$ cat config.mk
export PLATFORM = sky130hd
export DESIGN_NAME = regfile_debug_port
export DESIGN_NICKNAME = d
export VERILOG_FILES = /design/src/rtl/regfile_debug_port.sv
export SDC_FILE = /design/constraint.sdc
export NUM_CORES = 1
export LEC_CHECK = 0
export CORE_MARGIN = 8
export CORE_UTILIZATION = 44
export CTS_CLUSTER_DIAMETER = 40
export DETAILED_ROUTE_END_ITERATION = 8
export PLACE_DENSITY = 0.83
export SLEW_MARGIN = 25
export SYNTH_ARGS = -nofsm -noshare
export SYNTH_HDL_FRONTEND = slang
export SYNTH_SLANG_ARGS = --single-unit
$ cat constraint.sdc
create_clock -name clk -period 3.3 [get_ports clk]
set_input_delay 0.66 -clock clk [delete_from_list [all_inputs] [get_ports clk]]
set_output_delay 0.66 -clock clk [all_outputs]
set_load 0.02 [all_outputs]
$ cat src/rtl/regfile_debug_port.sv
// Debug-side initiator for the CPU register file: takes host read/write/dump
// commands while the core is halted and returns one response beat per access.
module regfile_debug_port #(
  parameter int unsigned BITS  = 16,
  parameter int unsigned RBITS = 4,
  parameter int unsigned NREG  = 16
) (
  input  logic             clk,
  input  logic             reset,
  input  logic             core_halted,
  input  logic             cmd_valid,
  output logic             cmd_ready,
  input  logic [1:0]       cmd_op,
  input  logic [RBITS-1:0] cmd_addr,
  input  logic [BITS-1:0]  cmd_wdata,
  output logic             rsp_valid,
  input  logic             rsp_ready,
  output logic [RBITS-1:0] rsp_addr,
  output logic [BITS-1:0]  rsp_data,
  output logic             rsp_last,
  output logic             rf_we,
  output logic [RBITS-1:0] rf_rd,
  output logic [BITS-1:0]  rf_rd_din,
  output logic [RBITS-1:0] rf_rs,
  input  logic [BITS-1:0]  rf_rs_dout,
  output logic             busy
);

  typedef enum logic [1:0] {
    IDLE  = 2'd0,
    WRITE = 2'd1,
    READ  = 2'd2,
    RESP  = 2'd3
  } state_e;

  localparam logic [1:0]       OP_READ  = 2'b01;
  localparam logic [1:0]       OP_WRITE = 2'b10;
  localparam logic [1:0]       OP_DUMP  = 2'b11;
  localparam logic [RBITS-1:0] LAST_IDX = RBITS'(NREG - 1);

  state_e           state_q, state_d;
  logic             accept;
  logic             dump_q, dump_d;
  logic [RBITS-1:0] idx_q, idx_d;
  logic [RBITS-1:0] rf_rd_q, rf_rd_d;
  logic [BITS-1:0]  rf_rd_din_q, rf_rd_din_d;
  logic [RBITS-1:0] rsp_addr_q, rsp_addr_d;
  logic [BITS-1:0]  rsp_data_q, rsp_data_d;
  logic             rsp_last_q, rsp_last_d;

  // State register
  always_ff @(posedge clk) begin
    if (reset) state_q <= IDLE;
    else       state_q <= state_d;
  end

  // Next-state logic
  always_comb begin
    state_d = state_q;
    case (state_q)
      IDLE: begin
        if (accept) begin
          case (cmd_op)
            OP_READ, OP_DUMP: state_d = READ;
            OP_WRITE:         state_d = WRITE;
            default:          state_d = IDLE;
          endcase
        end
      end
      WRITE, READ: state_d = RESP;
      RESP: begin
        if (rsp_ready) state_d = (dump_q && (idx_q != LAST_IDX)) ? READ : IDLE;
      end
      default: state_d = IDLE;
    endcase
  end

  // State-decoded outputs
  always_comb begin
    cmd_ready = core_halted && (state_q == IDLE) && !reset;
    rf_we     = (state_q == WRITE);
    rsp_valid = (state_q == RESP);
    busy      = (state_q != IDLE);
  end

  assign accept = cmd_valid && cmd_ready;

  // Datapath next values; dump ends on compare with the last index, not on wrap
  always_comb begin
    dump_d      = dump_q;
    idx_d       = idx_q;
    rf_rd_d     = rf_rd_q;
    rf_rd_din_d = rf_rd_din_q;
    rsp_addr_d  = rsp_addr_q;
    rsp_data_d  = rsp_data_q;
    rsp_last_d  = rsp_last_q;
    case (state_q)
      IDLE: begin
        if (accept) begin
          case (cmd_op)
            OP_READ: begin
              idx_d  = cmd_addr;
              dump_d = 1'b0;
            end
            OP_WRITE: begin
              rf_rd_d     = cmd_addr;
              rf_rd_din_d = cmd_wdata;
            end
            OP_DUMP: begin
              idx_d  = '0;
              dump_d = 1'b1;
            end
            default: ;
          endcase
        end
      end
      WRITE: begin
        rsp_addr_d = rf_rd_q;
        rsp_data_d = rf_rd_din_q;
        rsp_last_d = 1'b1;
      end
      READ: begin
        rsp_addr_d = idx_q;
        rsp_data_d = rf_rs_dout;
        rsp_last_d = !dump_q || (idx_q == LAST_IDX);
      end
      RESP: begin
        if (rsp_ready) begin
          if (dump_q && (idx_q != LAST_IDX)) idx_d  = idx_q + RBITS'(1);
          else                                dump_d = 1'b0;
        end
      end
      default: ;
    endcase
  end

  // Datapath registers
  always_ff @(posedge clk) begin
    if (reset) begin
      dump_q      <= 1'b0;
      idx_q       <= '0;
      rf_rd_q     <= '0;
      rf_rd_din_q <= '0;
      rsp_addr_q  <= '0;
      rsp_data_q  <= '0;
      rsp_last_q  <= 1'b0;
    end else begin
      dump_q      <= dump_d;
      idx_q       <= idx_d;
      rf_rd_q     <= rf_rd_d;
      rf_rd_din_q <= rf_rd_din_d;
      rsp_addr_q  <= rsp_addr_d;
      rsp_data_q  <= rsp_data_d;
      rsp_last_q  <= rsp_last_d;
    end
  end

  assign rf_rd     = rf_rd_q;
  assign rf_rd_din = rf_rd_din_q;
  assign rf_rs     = idx_q;
  assign rsp_addr  = rsp_addr_q;
  assign rsp_data  = rsp_data_q;
  assign rsp_last  = rsp_last_q;

endmodule

==> impl_metrics.py, run 1 <==
metrics = {
    "status": {
        "status": "finished, final reports clean",
    },
    "yosys": {
        "syn_avg_cell_area_um2": 8.57,
        "ys_seq_area_frac": 0.448,
        "yosysUniqueCellTypes": 31,
        "syn_nets": 299,
        "mappedNetlistArea_um2": 2140,
        "yosys_warnings": 0,
        "syn_inst": 250,
        "synth_seq_cells": 48,
    },
    "setup_path": {
        "slowest_stage": "clkdlybuf4s50_1",
        "crit_path_max_fanout": 3,
        "cpPeakStageDelay_ns": 0.64,
        "r2r_setup_slack_ns": 1.44,
        "cp_cell_sequence": "clkdlybuf4s50_1 -> nor3b_1 -> clkdlybuf4s50_1",
        "critPathLaunchType": "primary input",
        "worstPathRequired_ns": 2.64,
        "cpMostUsedCell": "clkdlybuf4s50_1",
        "critPathKind": "in -> out",
        "end_kind": "output port",
        "cp.arrival_ns": 2.08,
    },
    "pwr": {
        "cellPowerDensity_nw_per_um2": 638,
        "p_leak_nw": 1.08,
        "vdd.ir_drop.worst_mv": 0.371,
        "total_power_mw": 2.02,
    },
    "drt": {
        "ant_nets": 0,
        "drt_first_iter_violations": 89,
        "met3_length_um": 469,
        "wl_met1_um": 2820,
        "wl_um": 6290,
        "drc_errors": 0,
        "wl_per_cell_um": 15.7,
        "wl_met2_um": 2940,
        "via_count": 2081,
        "vias_per_cell": 5.19,
        "top_layer_used": "met4",
        "dr.pass1.iters": 4,
    },
    "timing": {
        "worst_slew_pin_slew_ns": 0.536,
        "fin_crit_ns": 2.74,
        "tns_ns": 0,
        "skew_ns": 0.00934,
        "whs_ns": 0.470,
        "fmax_ghz": 0.364,
        "finalMaxSlewViolations": 0,
        "setup_violations": 0,
        "slew_headroom": 0.643,
        "rsz0062_at_grt": "no",
        "hold_viol": 0,
        "period_share": 0.831,
    },
    "clock_tree": {
        "ctsHoldBuffers": 0,
        "cts_tree": "built",
        "post_cts_resized": 0,
        "clk_latency_ns": 0.29,
        "cts_made_buffers": 5,
        "clock_sinks": 48,
        "cts-root-buf": "clkbuf_8",
        "clockBufferDepth": 2,
        "path_clk_slew_ns": 0.09,
        "htreeDepth": 2,
        "cts_setup_buffers": 0,
    },
    "global_routing": {
        "antenna_found_initial": 0,
        "overflow": 0,
        "grt_pass1_vias": 1972,
        "grt_pass1_wl_um": 9800,
        "grt_max_degree": 51,
        "track_usage": 0.165,
    },
    "final_layout": {
        "n_fill_cell": 413,
        "layout_commonest_cell": "clkdlybuf4s50_1",
        "area_growth_pct": 47.7,
        "antenna_cells": 0,
        "drive_above_1_share": 0.0419,
        "nets": 383,
        "mostFrequentLayoutCells": "clkdlybuf4s50_1, dfxtp_1, nand2_1, a21oi_1, nor2_1",
    },
    "place": {
        "hpwl_um": 4430,
        "port-buffer-count": 91,
        "gp_congestion": 0.877,
    },
    "hold_path": {
        "hold_class": "reg -> reg",
    },
    "floorplanning": {
        "die_h_um": 85.8,
        "start_util": 0.454,
        "ios": 92,
        "core_area_um2": 4720,
        "fp-row-count": 25,
        "die-area_um2": 7360,
        "die_w_um": 85.8,
    },
    "job": {
        "maxCapViolCount": 0,
    },
}
metrics by stage:
stage | instance area [um2] | worst slack [ns] | cells | utilization
3_3_place_gp | 3080 | 0.625 | 394 | 0.653
2_1_floorplan | 2140 | 1.15 | 250 | -
3_5_place_dp | 3080 | 0.553 | 394 | 0.653
4_1_cts | 3170 | 0.548 | 401 | 0.670
5_1_grt | 3170 | 0.514 | 401 | 0.670
6_report | 3170 | 0.556 | 401 | 0.670
path summary, 6_finish.rpt:
kind | start | to | cells after the start
max | core_halted | cmd_ready | 3
min | rf_rd_din[10] | rf_rd_din[10] | 2
max reg2reg | state_q[0] | rf_rs[1] | 5
min reg2reg | rf_rd_din[10] | rf_rd_din[10] | 2
where the power goes:
group	internal [mW]	switching, mW
Clock	0.144	0.186
Sequential	0.693	0.0627
Combinational	0.426	0.509
synthesized netlist by cell type:
| cell | n | area, um2 |
|---|---|---|
| a2bb2oi_1 | 1 | 8.76 |
| nor3b_1 | 1 | 7.51 |
| o31ai_1 | 1 | 7.51 |
| nor2_1 | 23 | 86.3 |
| o21ai_0 | 6 | 30.0 |
| nand3b_4 | 1 | 20.0 |
| buf_2 | 6 | 30.0 |
| a311oi_1 | 1 | 8.76 |
| a21oi_1 | 28 | 140 |
| inv_1 | 7 | 26.3 |
| and3_1 | 2 | 12.5 |
| a41oi_1 | 1 | 8.76 |
| and2_1 | 1 | 6.26 |
| or3_1 | 1 | 6.26 |
| clkbuf_1 | 12 | 45.0 |
| nand2_1 | 42 | 158 |
| a31oi_1 | 2 | 12.5 |
| o22ai_1 | 2 | 12.5 |
| a211oi_1 | 21 | 158 |
| nor2b_1 | 2 | 12.5 |
| a22oi_1 | 2 | 15.0 |
| mux2i_1 | 21 | 210 |
| a311o_1 | 1 | 10.0 |
| nand3_1 | 6 | 30.0 |
| ha_1 | 6 | 75.1 |
| xnor2_1 | 1 | 8.76 |
| nor4_1 | 1 | 6.26 |
| a32o_1 | 1 | 10.0 |
| dfxtp_1 | 48 | 961 |
| buf_6 | 1 | 11.3 |
| and3b_1 | 1 | 8.76 |
state kept, by name, summed over array words and instances, names as in the netlist:
| signal | count |
|---|---|
| state_q | 2 |
| rsp_data | 16 |
| rsp_addr | 4 |
| rf_rd | 4 |
| rf_rs | 4 |
| dump_q | 1 |
| rsp_last | 1 |
| rf_rd_din | 16 |
layer usage:
layer,vias up,track usage
met4,0,0.0430
li1,1045,-
met2,77,0.269
met5,-,0
met1,953,0.202
met3,6,0.0564
final cells by class:
cell class / instances / area [um2] / area share
clock buffers: 5 / 68.8 / 0.0217
inverters: 7 / 26.3 / 0.00830
flip-flops and latches: 48 / 961 / 0.304
multi-input cells: 176 / 1070 / 0.338
well taps: 67 / 83.8 / 0.0265
clock inverters: 2 / 12.5 / 0.00395
repair buffers: 96 / 943 / 0.298
worst max-delay path: cells and delay by family:
kind                   cells  cell delay [ns]
buffers and inverters      2             1.19
and+or+nand+nor            1             0.23
kinds of logic after synthesis:
group	after synthesis	synth area share
xor gates and xnor gates	1	0.00409
DFF	48	0.448
buffers and inverters	26	0.0525
and+or+nand+nor	81	0.165
muxes	21	0.0981
AOI/OAI and AO/OA	67	0.197
adders and majority gates	6	0.0350
No activity file was read; power rests on OpenSTA's default activity.
==> inputs of run 2 (changes only) <==
--- a/config.mk
+++ b/config.mk
@@ -6,10 +6,10 @@
 export NUM_CORES = 1
 export LEC_CHECK = 0
 export CORE_MARGIN = 8
-export CORE_UTILIZATION = 44
+export CORE_UTILIZATION = 42
 export CTS_CLUSTER_DIAMETER = 40
 export DETAILED_ROUTE_END_ITERATION = 8
-export PLACE_DENSITY = 0.83
+export PLACE_DENSITY = 0.8
 export SLEW_MARGIN = 25
 export SYNTH_ARGS = -nofsm -noshare
 export SYNTH_HDL_FRONTEND = slang
==> constraint.sdc (replaced) <==
create_clock -name clk -period 2.7 [get_ports clk]
set_input_delay 0.54 -clock clk [delete_from_list [all_inputs] [get_ports clk]]
set_output_delay 0.54 -clock clk [all_outputs]
set_load 0.02 [all_outputs]
==> run 2 against run 1 <==
Against the previous run:
- final cell count increased by 2.0%
- sequential power is 22% higher
- clock power up 33%
- count of clock-buffer cells in the layout is 2 higher
- first-iteration DRC count grew 1.1%
- sequential share of layout area is 0.44 points lower
- critical endpoint unchanged
- die area up 3.9%
- routed wire length decreased by 3.2%
- cell area is 1.5% higher
==> impl_metrics.py, run 2 (synthesized netlist as in run 1, its figures left out) <==
metrics = {
    "drt": {
        "drt_first_iter_violations": 90,
        "dr.pass1.iters": 4,
        "ant_nets": 0,
        "wl_per_cell_um": 14.9,
        "via_count": 2074,
        "drc_errors": 0,
        "vias_per_cell": 5.07,
        "wl_um": 6080,
    },
    "floorplanning": {
        "core_area_um2": 5010,
        "die_w_um": 87.4,
        "fp-row-count": 26,
        "start_util": 0.428,
        "die_h_um": 87.4,
        "ios": 92,
        "die-area_um2": 7640,
    },
    "place": {
        "hpwl_um": 4460,
        "port-buffer-count": 91,
        "dp_slack_ns": 0.219,
        "gp_congestion": 0.872,
    },
    "pwr": {
        "cellPowerDensity_nw_per_um2": 786,
        "vdd.ir_drop.worst_mv": 0.316,
        "p_leak_nw": 1.10,
    },
    "clock_tree": {
        "cts_setup_buffers": 0,
        "post_cts_resized": 0,
        "clockBufferDepth": 2,
        "htreeDepth": 2,
        "path_clk_slew_ns": 0.09,
        "cts_made_buffers": 5,
        "clk_latency_ns": 0.29,
        "ctsHoldBuffers": 0,
        "clock_sinks": 48,
        "cts-root-buf": "clkbuf_8",
        "cts_tree": "built",
    },
    "setup_path": {
        "r2r-start": "state_q[0]",
        "end_kind": "output port",
        "worstPathRequired_ns": 2.16,
        "critPathKind": "reg -> out",
        "critPathLaunch": "state_q[1]",
        "cp.arrival_ns": 1.97,
        "crit_path_max_fanout": 6,
        "critPathLaunchType": "flop",
    },
    "global_routing": {
        "antenna_found_initial": 0,
        "grt_max_degree": 52,
        "grt_pass1_vias": 2047,
        "overflow": 0,
        "grt_pass1_wl_um": 9530,
        "track_usage": 0.156,
    },
    "timing": {
        "worst_slew_pin_slew_ns": 0.540,
        "skew_ns": 0.00557,
        "slew_headroom": 0.640,
        "fmax_ghz": 0.398,
        "fin_crit_ns": 2.51,
        "whs_ns": 0.470,
        "hold_viol": 0,
        "tns_ns": 0,
        "setup_violations": 0,
        "setup_ws_ns": 0.186,
        "rsz0062_at_grt": "no",
        "finalMaxSlewViolations": 0,
        "period_share": 0.931,
    },
    "final_layout": {
        "mostFrequentLayoutCells": "clkdlybuf4s50_1, dfxtp_1, nand2_1, a21oi_1, nor2_1",
        "antenna_cells": 0,
        "layout_commonest_cell": "clkdlybuf4s50_1",
        "final_core_util": 0.641,
        "nets": 387,
        "area_growth_pct": 49.9,
        "drive_above_1_share": 0.0531,
        "n_fill_cell": 458,
    },
    "hold_path": {
        "hold_class": "reg -> reg",
        "hp-start": "rf_rd_din[15]",
    },
    "job": {
        "maxCapViolCount": 0,
    },
    "status": {
        "status": "finished, final reports clean",
    },
}
==> run 2: changes by cell type in the layout (fill, tap and decap cells not counted), sizes merged <==
| cell | delta |
|---|---|
| buf | +4 |
| clkbuf | +2 |
| clkinv | -1 |
==> run 2: metrics by stage <==
| step | instances | power, mW | cell area [um2] |
|---|---|---|---|
| 2_1_floorplan | 250 | 1.63 | 2140 |
| 3_3_place_gp | 401 | 2.08 | 3120 |
| 3_5_place_dp | 401 | 2.11 | 3120 |
| 4_1_cts | 409 | 2.55 | 3210 |
| 5_1_grt | 409 | 2.68 | 3210 |
| 6_report | 409 | 2.52 | 3210 |
==> run 2: path summary, 6_finish.rpt <==
| kind | to | slack (ns) | cells past startpoint |
|---|---|---|---|
| setup / recovery | cmd_ready | 0.19 | 5 |
| hold / removal | rf_rd_din[15] | 0.47 | 2 |
| setup reg to reg | rf_rs[1] | 0.86 | 5 |
| hold reg to reg | rf_rd_din[15] | 0.47 | 2 |
==> run 2: layout make-up <==
class | instances | area, um2 | share of cell area
clock buffer | 7 | 86.3 | 0.0269
timing repair buffer | 100 | 973 | 0.303
inverter | 7 | 26.3 | 0.00818
sequential | 48 | 961 | 0.299
multi-input combinational | 176 | 1070 | 0.333
tap | 70 | 87.6 | 0.0273
clock inverter | 1 | 7.51 | 0.00234
==> run 2: worst max-delay path, stage by stage (launching register included) <==
cell	delay (ns)
dfxtp_1	0.34
inv_1	0.12
ha_1	0.27
inv_1	0.10
nor3b_1	0.21
clkdlybuf4s50_1	0.63
==> run 2: power breakdown <==
group,switching [mW],leakage (nW),internal (mW)
combinational,0.622,0.668,0.539
sequential,0.0763,0.391,0.846
clock,0.231,0.0445,0.208
total,0.930,1.10,1.59
==> run 2: routing by layer <==
metal	vias to the layer above	track usage	routed length [um]
met3	6	0.0340	379
met4	0	0.0453	29
met5	-	0	0
li1	1049	-	-
met1	950	0.190	2750
met2	69	0.264	2930
==> inputs of run 3 (changes only) <==
--- a/config.mk
+++ b/config.mk
@@ -10,6 +10,7 @@
 export CTS_CLUSTER_DIAMETER = 40
 export DETAILED_ROUTE_END_ITERATION = 8
 export PLACE_DENSITY = 0.8
+export SETUP_SLACK_MARGIN = 0.4
 export SLEW_MARGIN = 25
 export SYNTH_ARGS = -nofsm -noshare
 export SYNTH_HDL_FRONTEND = slang
==> run 3 against run 2 <==
Against the previous run:
- worst hold slack worse by 0.00060 ns
- register-to-register slack better by 0.13 ns
- maximum frequency is 14% higher
- clock skew is 0.0013 ns lower
- via count is 0.19% lower
- sequential share of layout area hardly changed
- cell area is 0.12% lower
- non-clock buffer count stayed put
- global-route usage stayed put
- final cell count stayed put
- sequential power hardly changed
- first-iteration DRC count is 3.3% higher
- largest power group unchanged
- highest routed layer unchanged
==> impl_metrics.py, run 3 (synthesized netlist as in run 1, its figures left out) <==
metrics = {
    "pwr": {
        "total_power_mw": 2.51,
        "cellPowerDensity_nw_per_um2": 782,
        "vdd.ir_drop.worst_mv": 0.313,
        "p_leak_nw": 1.10,
    },
    "drt": {
        "drt_first_iter_violations": 93,
        "vias_per_cell": 5.06,
        "dr.pass1.iters": 4,
        "met3_length_um": 389,
        "via_count": 2070,
        "wl_met2_um": 2890,
        "top_layer_used": "met4",
        "wl_met1_um": 2720,
        "ant_nets": 0,
        "drc_errors": 0,
        "wl_um": 6030,
        "wl_per_cell_um": 14.7,
    },
    "clock_tree": {
        "htreeDepth": 2,
        "clockBufferDepth": 2,
        "ctsHoldBuffers": 0,
        "cts_tree": "built",
        "path_clk_slew_ns": 0.09,
        "clk_latency_ns": 0.29,
        "cts-root-buf": "clkbuf_8",
        "clock_sinks": 48,
        "cts_made_buffers": 5,
    },
    "status": {
        "status": "finished, final reports clean",
    },
    "global_routing": {
        "grt_pass1_vias": 2047,
        "antenna_found_initial": 0,
        "grt_max_degree": 52,
        "overflow": 0,
        "grt_pass1_wl_um": 9530,
        "track_usage": 0.156,
    },
    "place": {
        "hpwl_um": 4460,
        "gp_congestion": 0.872,
        "place_area_um2": 3120,
        "port-buffer-count": 91,
        "dp_slack_ns": 0.219,
    },
    "timing": {
        "tns_ns": 0,
        "fin_crit_ns": 2.20,
        "setup_ws_ns": 0.497,
        "skew_ns": 0.00427,
        "worst_slew_pin_slew_ns": 0.533,
        "hold_viol": 0,
        "rsz0062_at_grt": "no",
        "slew_headroom": 0.645,
        "setup_violations": 0,
        "fmax_ghz": 0.454,
        "period_share": 0.816,
        "finalMaxSlewViolations": 0,
        "whs_ns": 0.470,
    },
    "hold_path": {
        "hold_class": "reg -> reg",
    },
    "floorplanning": {
        "die_w_um": 87.4,
        "start_util": 0.428,
        "die_h_um": 87.4,
        "core_area_um2": 5010,
        "die-area_um2": 7640,
        "fp-row-count": 26,
        "ios": 92,
    },
    "final_layout": {
        "stdcell_area_um2": 3210,
        "drive_above_1_share": 0.0590,
        "layout_commonest_cell": "clkdlybuf4s50_1",
        "area_growth_pct": 49.7,
        "nets": 387,
        "mostFrequentLayoutCells": "clkdlybuf4s50_1, dfxtp_1, nand2_1, a21oi_1, nor2_1",
        "antenna_cells": 0,
    },
    "setup_path": {
        "r2r_setup_slack_ns": 0.99,
        "critPathLaunchType": "flop",
        "critPathKind": "reg -> out",
        "cp.arrival_ns": 1.66,
        "end_kind": "output port",
        "worstPathRequired_ns": 2.16,
        "crit_path_max_fanout": 11,
    },
    "job": {
        "maxCapViolCount": 0,
    },
}
-- run 3: cell types whose count changed in the layout (fill, tap and decap cells not counted) --
cell             before  now
dlygate4sd2_1         0    1
clkdlybuf4s50_1      90   88
ha_2                  0    1
ha_1                  6    5
clkbuf_2              0    1
-- run 3: layout make-up --
cell class | instances | area, um2
repair buffers | 100 | 967
multi-input cells | 176 | 1070
inverters | 7 | 26.3
clock buffers | 7 | 86.3
fillers | 459 | 1800
flip-flops and latches | 48 | 961
clock inverters | 1 | 7.51
well taps | 70 | 87.6
-- run 3: where the power goes --
group | switching, mW | internal, mW
Clock | 0.227 | 0.208
Sequential | 0.0757 | 0.846
Combinational | 0.620 | 0.531
-- run 3: worst paths after layout --
path	startpoint	to	depth (start not counted)
worst max-delay path	state_q[0]	rsp_valid	2
worst min-delay path	rf_rd_din[15]	rf_rd_din[15]	2
worst max register to register	state_q[0]	rf_rs[1]	5
worst min register to register	rf_rd_din[15]	rf_rd_din[15]	2
-- run 3: critical path: stages (launching register included) --
cell,delay (ns)
dfxtp_1,0.39
ha_2,0.33
clkdlybuf4s50_1,0.65
-- run 3: metrics by stage --
| step | utilization | instances |
|---|---|---|
| 2_1_floorplan | - | 250 |
| 4_1_cts | 0.641 | 409 |
| 6_report | 0.640 | 409 |
| 3_5_place_dp | 0.622 | 401 |
| 5_1_grt | 0.640 | 409 |
| 3_3_place_gp | 0.622 | 401 |
-- run 3: what timing repair did --
item                                    4_1_cts  5_1_grt
endpoints found under the setup margin        3        2
setup buffers                                 0        0
resized for setup                             2        4
pin swaps                                     0        0
-- run 3: metal layers --
| metal | up-vias | GRT usage |
|---|---|---|
| met5 | - | 0 |
| met4 | 0 | 0.0453 |
| met3 | 4 | 0.0340 |
| met2 | 72 | 0.264 |
| met1 | 942 | 0.190 |
| li1 | 1052 | - |
==> RTL edit: new RTL, flow settings as in run 2 <==
Encoding of `state_e`: now Gray code (2 bits for 4 states).
--- a/src/rtl/regfile_debug_port.sv
+++ b/src/rtl/regfile_debug_port.sv
@@ -27,10 +27,10 @@
 );
 
   typedef enum logic [1:0] {
-    IDLE  = 2'd0,
-    WRITE = 2'd1,
-    READ  = 2'd2,
-    RESP  = 2'd3
+    IDLE  = 2'b00,
+    WRITE = 2'b01,
+    READ  = 2'b11,
+    RESP  = 2'b10
   } state_e;
 
   localparam logic [1:0]       OP_READ  = 2'b01;
Check against the original RTL: same outputs for any inputs over 10 cycles, from zero or initial values and one cycle with reset high; not proved beyond that.
==> RTL edit against run 2 <==
  * Cell area decreased by 2.4%
  * Hold slack gained 0.015 ns
  * Sequential cell count unchanged
  * Setup slack improved by 0.14 ns
  * Die area decreased by 3.0%
  * Wire length is 4.3% lower
  * Final cell count shrank 9.3%
  * Synthesized area fell by 3.6%
  * Synthesized cell count decreased by 14%
  * Largest cell class unchanged
Power is not compared: it rests on default switching activity, and its combinational part moved more than twofold at a synthesized area within 25%.
==> RTL edit: results (changes against run 2) <==
cts.path.max_buffers: 2  # unchanged
muxShareOfSynthArea_pct: 19.38  # +9.6 points
multi_input_gates: 151  # -14%
drive_above_1_share_pct: 4.605  # -0.70 points
clock_latency_ns: 0.29  # about the same
skew_ns: 0.003833  # -0.001738 ns
slew_headroom_pct: 66.38  # +2.4 points
seq_area_um2: 960.9  # unchanged
grtUsageMet2_pct: 24.56  # -1.9 points
status: "finished clean"
synth_area_leaders: "dfxtp_1 (47%), mux2i_1 (19%), nor2_1 (8.5%)"
drtIter0Drc: 107  # +19%
synth-compound-area-share_pct: 15.26  # -4.4 points
wl_met1_mm: 2.600  # -5.3%
grt.total_usage_pct: 14.99  # -0.58 points
worst_ep_arrival_time_ns: 1.84  # -0.13 ns
use_met3_pct: 4.585  # +1.2 points
grt_max_degree: 44  # -15%
seq_area_frac_synth_pct: 46.52  # +1.7 points
grt_pass1_vias: 1825  # -11%
synth_common_cells: "dfxtp_1 (48), nor2_1 (47), mux2i_1 (40), a211oi_1 (23), clkbuf_1 (10)"
wl_mm: 5.821  # -4.3%
synth_nets: 260  # -13%
place_inst: 363  # -9.5%
pre_cts_ws_ns: 0.3084  # +0.08969 ns
vias_per_cell: 5.086  # +0.30%
multi_input_area_um2: 1035  # -3.3%
final-clk-cell-share_pct: 3.433  # +0.51 points
nNetsFinal: 347  # -10%
synthAdderAreaFrac_pct: 0.6057  # -2.9 points
grt_pass1_wl_mm: 9.018  # -5.4%
critPathMaxFanout: 3  # -3
dp_hpwl_mm: 4.296  # -3.6%
syn_area_per_cell_um2: 9.564  # +12%
use_met1_pct: 18.31  # -0.73 points
gp_congestion: 0.8142  # -6.6%
fillerInstances: 412  # -10%
vias: 1887  # -9.0%
-- RTL edit: through the flow --
step | power [µW] | cell area (µm²) | utilization [%]
after global routing | 1584 | 3134 | 66.36
after detailed placement | 1031 | 3027 | 64.08
after global placement | 1028 | 3027 | 64.08
after CTS | 1535 | 3134 | 66.36
final | 1519 | 3134 | 66.36
after floorplan | 894.1 | 2066 | -
-- RTL edit: path summary, 6_finish.rpt --
kind	slack, ns	to	cells past startpoint	startpoint
worst min register to register	0.49	rsp_data[5]$_SDFFE_PP0P_	2	rsp_data[5]$_SDFFE_PP0P_
worst min-delay path	0.49	rsp_data[5]$_SDFFE_PP0P_	2	rsp_data[5]$_SDFFE_PP0P_
worst max-delay path	0.32	cmd_ready	3	core_halted
worst max register to register	0.67	dump_q$_SDFFE_PP0P_	5	rf_rs[0]$_SDFFE_PP0P_
